[src/rtl/interrupt_stack_sequencer.sv]
// rtl/interrupt_stack_sequencer.sv - 6502 interrupt entry (NMI/IRQ/BRK) and RTI stack sequencer
// Drives register-file write ports and a single-port synchronous memory; outputs decode from state.
module interrupt_stack_sequencer #(
    parameter logic [7:0]  STACK_PAGE = 8'h01,
    parameter logic [15:0] NMI_VECTOR = 16'hFFFA,
    parameter logic [15:0] IRQ_VECTOR = 16'hFFFE
) (
    input  logic        clk,
    input  logic        reset_n,
    input  logic        sync,
    input  logic        nmi_n,
    input  logic        irq_n,
    input  logic        brk_req,
    input  logic        rti_req,
    input  logic [7:0]  sp_cur,
    input  logic [15:0] pc_cur,
    input  logic [7:0]  ps_cur,
    input  logic [7:0]  mem_rdata,
    output logic [15:0] mem_addr,
    output logic [7:0]  mem_wdata,
    output logic        mem_we,
    output logic        we_sp,
    output logic        we_pc,
    output logic        we_ps,
    output logic [7:0]  sp_out,
    output logic [15:0] pc_out,
    output logic [7:0]  flags_out,
    output logic        busy,
    output logic        done
);

    typedef enum logic [3:0] {
        S_IDLE,
        S_PUSH_PCH,
        S_PUSH_PCL,
        S_PUSH_PS,
        S_VEC_LO,
        S_VEC_HI,
        S_LOAD_PC,
        S_POP_A,
        S_POP_PS,
        S_POP_PCL,
        S_POP_PCH
    } state_t;

    typedef enum logic [1:0] {
        K_NMI,
        K_IRQ,
        K_BRK
    } kind_t;

    state_t      r_state;
    kind_t       r_kind;
    logic        r_nmi_d;
    logic        r_nmi_pending;
    logic [7:0]  r_pcl_lat;

    logic        w_nmi_edge;
    logic        w_accept_nmi;
    logic [7:0]  w_sp_dec;
    logic [7:0]  w_sp_inc;
    logic [15:0] w_vec;

    assign w_nmi_edge   = r_nmi_d & ~nmi_n;
    assign w_accept_nmi = (r_state == S_IDLE) && sync && r_nmi_pending;
    assign w_sp_dec     = sp_cur - 8'd1;
    assign w_sp_inc     = sp_cur + 8'd1;
    assign w_vec        = (r_kind == K_NMI) ? NMI_VECTOR : IRQ_VECTOR;

    always_ff @(posedge clk or negedge reset_n) begin
        if (!reset_n) begin
            r_state       <= S_IDLE;
            r_kind        <= K_NMI;
            r_nmi_d       <= 1'b1;
            r_nmi_pending <= 1'b0;
            r_pcl_lat     <= 8'h00;
        end else begin
            r_nmi_d <= nmi_n;
            // A fresh edge on the acceptance cycle must survive the clear.
            if (w_nmi_edge) begin
                r_nmi_pending <= 1'b1;
            end else if (w_accept_nmi) begin
                r_nmi_pending <= 1'b0;
            end

            case (r_state)
                S_IDLE: begin
                    if (sync) begin
                        if (r_nmi_pending) begin
                            r_kind  <= K_NMI;
                            r_state <= S_PUSH_PCH;
                        end else if (brk_req) begin
                            r_kind  <= K_BRK;
                            r_state <= S_PUSH_PCH;
                        end else if (!irq_n && !ps_cur[2]) begin
                            r_kind  <= K_IRQ;
                            r_state <= S_PUSH_PCH;
                        end else if (rti_req) begin
                            r_state <= S_POP_A;
                        end
                    end
                end
                S_PUSH_PCH: r_state <= S_PUSH_PCL;
                S_PUSH_PCL: r_state <= S_PUSH_PS;
                S_PUSH_PS:  r_state <= S_VEC_LO;
                S_VEC_LO:   r_state <= S_VEC_HI;
                S_VEC_HI: begin
                    r_pcl_lat <= mem_rdata;
                    r_state   <= S_LOAD_PC;
                end
                S_LOAD_PC:  r_state <= S_IDLE;
                S_POP_A:    r_state <= S_POP_PS;
                S_POP_PS:   r_state <= S_POP_PCL;
                S_POP_PCL: begin
                    r_pcl_lat <= mem_rdata;
                    r_state   <= S_POP_PCH;
                end
                S_POP_PCH:  r_state <= S_IDLE;
                default:    r_state <= S_IDLE;
            endcase
        end
    end

    always_comb begin
        mem_addr  = 16'h0000;
        mem_wdata = 8'h00;
        mem_we    = 1'b0;
        we_sp     = 1'b0;
        we_pc     = 1'b0;
        we_ps     = 1'b0;
        sp_out    = 8'h00;
        pc_out    = 16'h0000;
        flags_out = 8'h00;
        busy      = (r_state != S_IDLE);
        done      = 1'b0;
        case (r_state)
            S_PUSH_PCH: begin
                mem_addr  = {STACK_PAGE, sp_cur};
                mem_wdata = pc_cur[15:8];
                mem_we    = 1'b1;
                sp_out    = w_sp_dec;
                we_sp     = 1'b1;
            end
            S_PUSH_PCL: begin
                mem_addr  = {STACK_PAGE, sp_cur};
                mem_wdata = pc_cur[7:0];
                mem_we    = 1'b1;
                sp_out    = w_sp_dec;
                we_sp     = 1'b1;
            end
            S_PUSH_PS: begin
                mem_addr  = {STACK_PAGE, sp_cur};
                mem_wdata = {ps_cur[7:6], 1'b1, (r_kind == K_BRK), ps_cur[3:0]};
                mem_we    = 1'b1;
                sp_out    = w_sp_dec;
                we_sp     = 1'b1;
                flags_out = ps_cur | 8'h04;
                we_ps     = 1'b1;
            end
            S_VEC_LO: mem_addr = w_vec;
            S_VEC_HI: mem_addr = w_vec + 16'd1;
            S_LOAD_PC: begin
                pc_out = {mem_rdata, r_pcl_lat};
                we_pc  = 1'b1;
                done   = 1'b1;
            end
            S_POP_A, S_POP_PCL: begin
                mem_addr = {STACK_PAGE, w_sp_inc};
                sp_out   = w_sp_inc;
                we_sp    = 1'b1;
            end
            S_POP_PS: begin
                mem_addr  = {STACK_PAGE, w_sp_inc};
                sp_out    = w_sp_inc;
                we_sp     = 1'b1;
                flags_out = (mem_rdata & 8'hEF) | 8'h20;
                we_ps     = 1'b1;
            end
            S_POP_PCH: begin
                pc_out = {mem_rdata, r_pcl_lat};
                we_pc  = 1'b1;
                done   = 1'b1;
            end
            default: ;
        endcase
    end

endmodule

[config.mk]
export PLATFORM = sky130hd
export DESIGN_NAME = interrupt_stack_sequencer
export DESIGN_NICKNAME = d
export VERILOG_FILES = /design/src/rtl/interrupt_stack_sequencer.sv
export SDC_FILE = /design/constraint.sdc
export NUM_CORES = 1
export LEC_CHECK = 0
export CORE_MARGIN = 8
export CORE_UTILIZATION = 38
export CTS_CLUSTER_SIZE = 8
export DETAILED_ROUTE_END_ITERATION = 16
export PLACE_DENSITY = 0.88
export SYNTH_ARGS = -nofsm -noshare
export SYNTH_HDL_FRONTEND = slang
export SYNTH_SLANG_ARGS = --single-unit
[constraint.sdc]
create_clock -name clk -period 2.2 [get_ports clk]
set_input_delay 0.22 -clock clk [delete_from_list [all_inputs] [get_ports clk]]
set_output_delay 0.22 -clock clk [all_outputs]
set_load 0.005 [all_outputs]
======== Yosys cells after proc, flatten, opt, wreduce, memory -nomap -nowiden ========
Index checks and enable logic that the tools add are counted.
cells by class
  $add $sub $neg .......................... 3
  eq/ne operators ......................... 13
  mux-type cells .......................... 21
  bitwise operators ....................... 2
  reduce and logical (&&, ||, !) cells .... 18
operators by type and width
  operator                                           count
  one-hot mux 16 bit (4 select lines)                1
  one-hot mux 4 bit (9 select lines)                 1
  one-hot mux 8 bit (2 select lines)                 2
  one-hot mux 8 bit (3 select lines)                 1
  2-to-1 mux 4 bit                                   5
  == test 4 x 3 -> 1 bit (second input constant)     4
  2-to-1 mux 16 bit                                  1
  == test 4 bit (second input constant)              3
  adder 8 x 1 -> 8 bit (second input constant)       1
  == test 4 x 2 -> 1 bit (second input constant)     2
  subtractor 8 x 1 -> 8 bit (second input constant)  1
  2-to-1 mux 1 bit                                   6
  2-to-1 mux 2 bit                                   3
  OR reduction 2 bit                                 3
  OR reduction 3 bit                                 2
  OR reduction 6 bit                                 1
  adder 4 x 2 -> 5 bit (second input constant)       1
  != test 5 x 4 -> 1 bit (second input constant)     1
  == test 4 x 1 -> 1 bit (second input constant)     1
  zero test 4 bit                                    1
  nonzero test 4 bit                                 1
  logical AND 1 bit                                  3
  2-to-1 mux 3 bit                                   1
  AND reduction 3 bit                                1
  9 further kinds                                    10
word-level totals
  flip-flop bits (word level) ............. 16
  input port bits ......................... 47
  output and inout bits ................... 62
  word-level logic and storage cells ...... 62

======== Longest topological paths before layout ========
  depth after elaboration ................. 7
  mapped depth ............................ 8
  depth with buffers taken out ............ 6

======== Worst setup path before layout ========
No wires, ideal clock.
  path kind ............................... reg-to-output
  start ................................... register r_state[1]
  end ..................................... output mem_addr[2]
  data arrival time ....................... 1.493 ns
  required time ........................... 1.980 ns
  setup slack ............................. 0.487 ns
  cell stages (with the launch flop) ...... 6
  path buffers ............................ 1
  cells stage by stage .................... dfrtp_1 > buf_2 > or3b_2 > inv_1 > o21ai_0 > o21ai_0
on the way
  longest elaborated chain between the ends .. 3
  elaborated cells on any way between the ends .. 11
  those cells by class .................... eq/ne: 8; mux: 1; reduce/logical: 2
RTL lines
  element                                  line  source
  from (decl)                              52    state_t r_state;
  from (signal assigned)                   72    r_state <= S_IDLE;
  from (signal assigned)                   91    r_state <= S_PUSH_PCH;
  from (signal assigned)                   94    r_state <= S_PUSH_PCH;
  == test 4 bit (tied with other cells)    136   case (r_state)
  OR reduction 3 bit (no line)             n/a
  one-hot mux 16 bit (4 select lines) (*)  136
  to (decl)                                19    output logic [15:0] mem_addr,
Mark *: on every way between the ends. The rest lies on a longest branch, timed or not.

======== Final worst setup path ========
  start ................................... register r_state[1]
  end ..................................... output flags_out[6]
on the way
  longest elaborated chain between the ends .. 2
  elaborated cells on any way between the ends .. 3
  those cells by class .................... eq/ne: 2; mux: 1
RTL lines
  element                                                         line  source
  == test 4 bit / == test 4 x 2 -> 1 bit (equally long branches)  136
  one-hot mux 8 bit (2 select lines) (*)                          136
  to (decl)                                                       27    output logic [7:0] flags_out,
Marked as above.

==> flow_summary.toml <==
[timing]
hold_ws_ns = 0.4065
fmax_ghz = 0.4510
report.final.slew_viol_count = 0
tightestPinTransition_ns = 0.7465
hold_violations = 0
rsz0062_at_grt = "yes"
min_period_ns = 2.217
setup_ws_ns = -0.01718
min_period_over_period_pct = 100.8
setup_violations = 2
fin_worst_skew_ns = 0.01196
relSlewSlack_pct = 50.07

[synthesis]
ys_async_sr_fraction_pct = 100.0
ys.flop_type = "dfrtp_1"
syn_area_per_cell_um2 = 7.725
synth_compound_area_share_pct = 25.92
synth_fp_nets = 279
synth_top_family_by_area = "simple AND/OR/NAND/NOR gates"
synth_edf_count = 0
ys_seq_area_share_pct = 22.61
ys_types = 50
syn_inst = 230
synthMuxAreaShare_pct = 8.873
synth-xor-area-share_pct = 1.479
synthAdderAreaFrac_pct = 1.408
synth-simple-area-share_pct = 26.90
synth-seq-cells = 16
syn_area_mm2 = 0.001777
yosys_warnings = 0

[detailed_routing]
routed_wl_um = 8298
drt-pass1-iter-count = 5
route.detailed.drc = 0
drtIter0Drc = 150
num_vias = 2392
ant_nets = 0
wl_per_cell_um = 19.62
post_drt_via_cell_ratio = 5.655

[clock_network]
clock_path_buffers = 2
cts_tree = "yes"
cts_buffers = 3
clk_latency_ns = 0.25
clk_pin_slew_ns = 0.07
cts_root_buf = "clkbuf_8"
cts_sinks = 16
cts_max_level = 1

[job]
maxCapViolCount = 0

[worst_setup_path]
end_kind = "output port"
arrival_ns = 2.00
cp_max_fo = 12
start_kind = "flop"
worstPathRequired_ns = 1.98
critPathKind = "reg2out"

[global_route]
grt_pass1_vias = 2497
grt_start_max_net_pins = 20
grt_pass1_wl_um = 11830
grt-ovfl-total = 0
antenna_found_initial = 0
grt_use_total_pct = 20.01

[cells_and_area]
final_net_count = 419
final_common_cell = "clkdlybuf4s50_1"
finish.instance_area_mm2 = 0.003287
diodes = 0
drive_gt1_share_pct = 29.27
final_cell_mix = "clkdlybuf4s50_1, buf_4, nor2_1, dlygate4sd2_1, and2_1"
fin_cells = 423
area_growth_pct = 85.00

[placed_design]
gp_congestion = 0.8916
pre_cts_ws_ns = -0.4224
place_inst = 398
post-dp-hpwl_um = 5726
place_area_mm2 = 0.002995
port_buffers = 108

[run_status]
outcome = "complete, but fails checks"
violations = "setup timing"

[floorplanning]
fp.dieArea_mm2 = 0.007119
rows = 25
core-area_mm2 = 0.004629
ioPinCount = 109
die_h_um = 84.38
die_x_um = 84.38
start_util_pct = 38.38

[min_path]
hold_path.class = "in2async"

[pwr]
pwr_density_cell_mw_per_mm2 = 1213
p_leak_nw = 1.710
totalPowerFinal_mw = 3.989
peakVddDrop_v = 0.0006329
path summary, 6_finish.rpt:
path                                    start  cells past startpoint  slack (ns)           end
worst max register to register     r_state[3]                      6        0.28  r_pcl_lat[2]
min in group clk                        nmi_n                      1        0.41       r_nmi_d
worst min-delay path                  reset_n                      1        0.41  r_pcl_lat[7]
max in group asynchronous             reset_n                      1        1.31     r_kind[1]
worst min register to register  r_nmi_pending                      1        0.48     r_kind[1]
worst max-delay path               r_state[1]                      9       -0.02  flags_out[6]
flip-flops by register name, indices dropped and copies added (netlist names):
signal         cells
r_nmi_pending      1
r_nmi_d            1
r_pcl_lat          8
r_kind             2
r_state            4
critical path, stage by stage (launching register included):
cell	delay [ns]
dfrtp_1	0.42
buf_6	0.16
nor2_1	0.11
buf_4	0.16
and2_4	0.17
buf_4	0.12
buf_4	0.13
a22oi_2	0.05
nor2_1	0.14
dlygate4sd2_1	0.27
what timing repair did:
action | in CTS | in global routing
pin swaps | 5 | 10
hold buffers | 0 | 0
gates cloned | 1 | 0
buffers inserted | 11 | 9
setup endpoints to repair | 45 | 37
resized for setup | 59 | 60
stage by stage:
| stage | TNS (ns) | utilization [%] |
|---|---|---|
| 5_1_grt | -0.2590 | 71.00 |
| 4_1_cts | -0.2705 | 67.62 |
| 3_3_place_gp | -2.886 | 64.70 |
| 3_5_place_dp | -2.892 | 64.70 |
| 6_report | -0.02100 | 71.00 |
| 2_1_floorplan | 0 | - |
report_power, final:
part	leakage, nW	switching, mW	internal [mW]
sequential	0.189	0.0978	0.434
clock	0.0228	0.104	0.128
combinational	1.50	1.49	1.73
layout make-up:
class,instances,area (um^2)
Multi-Input combinational cell,177,1252
Tap cell,54,67.56
Clock buffer,4,45.04
Inverter,10,52.55
Timing Repair Buffer,162,1468
Fill cell,343,1343
Sequential cell,16,401.6
synth_stat cells, types with 2 or more instances:
cell type	n	share of area, %
inv_1	9	1.9
o21ai_0	8	2.3
a31oi_1	2	0.70
buf_2	9	2.5
nor3_1	5	1.4
dfrtp_1	15	21
o22a_1	2	0.99
xor2_1	2	0.99
mux2_1	2	1.3
buf_4	7	3.0
nor2_1	28	5.9
o211a_1	2	1.1
ha_1	2	1.4
a211oi_1	3	1.3
nor4_1	2	0.70
o211ai_1	5	2.1
nor2b_1	2	0.70
o22ai_1	3	1.1
and3_1	3	1.1
a22oi_1	15	6.3
buf_6	3	1.9
o21ai_1	3	0.84
nand2b_1	4	1.4
or2_2	2	0.70
and2_1	17	6.0
clkbuf_1	7	1.5
or3b_2	2	0.99
mux2_2	12	7.6
nand2_1	11	2.3
a221o_1	2	1.1
nand3_1	6	1.7
a221oi_1	3	1.5
a21oi_1	15	4.2
routing by layer:
| layer | vias up | wire (um) | global-route usage, % |
|---|---|---|---|
| li1 | 1100 | - | - |
| met2 | 148 | 3987 | 35.32 |
| met4 | 0 | 170 | 5.502 |
| met3 | 20 | 921 | 9.171 |
| met1 | 1124 | 3219 | 20.80 |
| met5 | - | 0 | 0 |
cells by family (layout without fill, tap and decap cells):
logic type,count (synthesis),after routing
multiplexers,14,14
XOR/XNOR,3,3
AND/OR/NAND/NOR,90,90
AO/OA/AOI/OAI,68,68
buffers and inverters,37,176
adder cells (fa/ha/maj),2,2
flip-flops,16,16
Power figures use the tool's default switching activity.
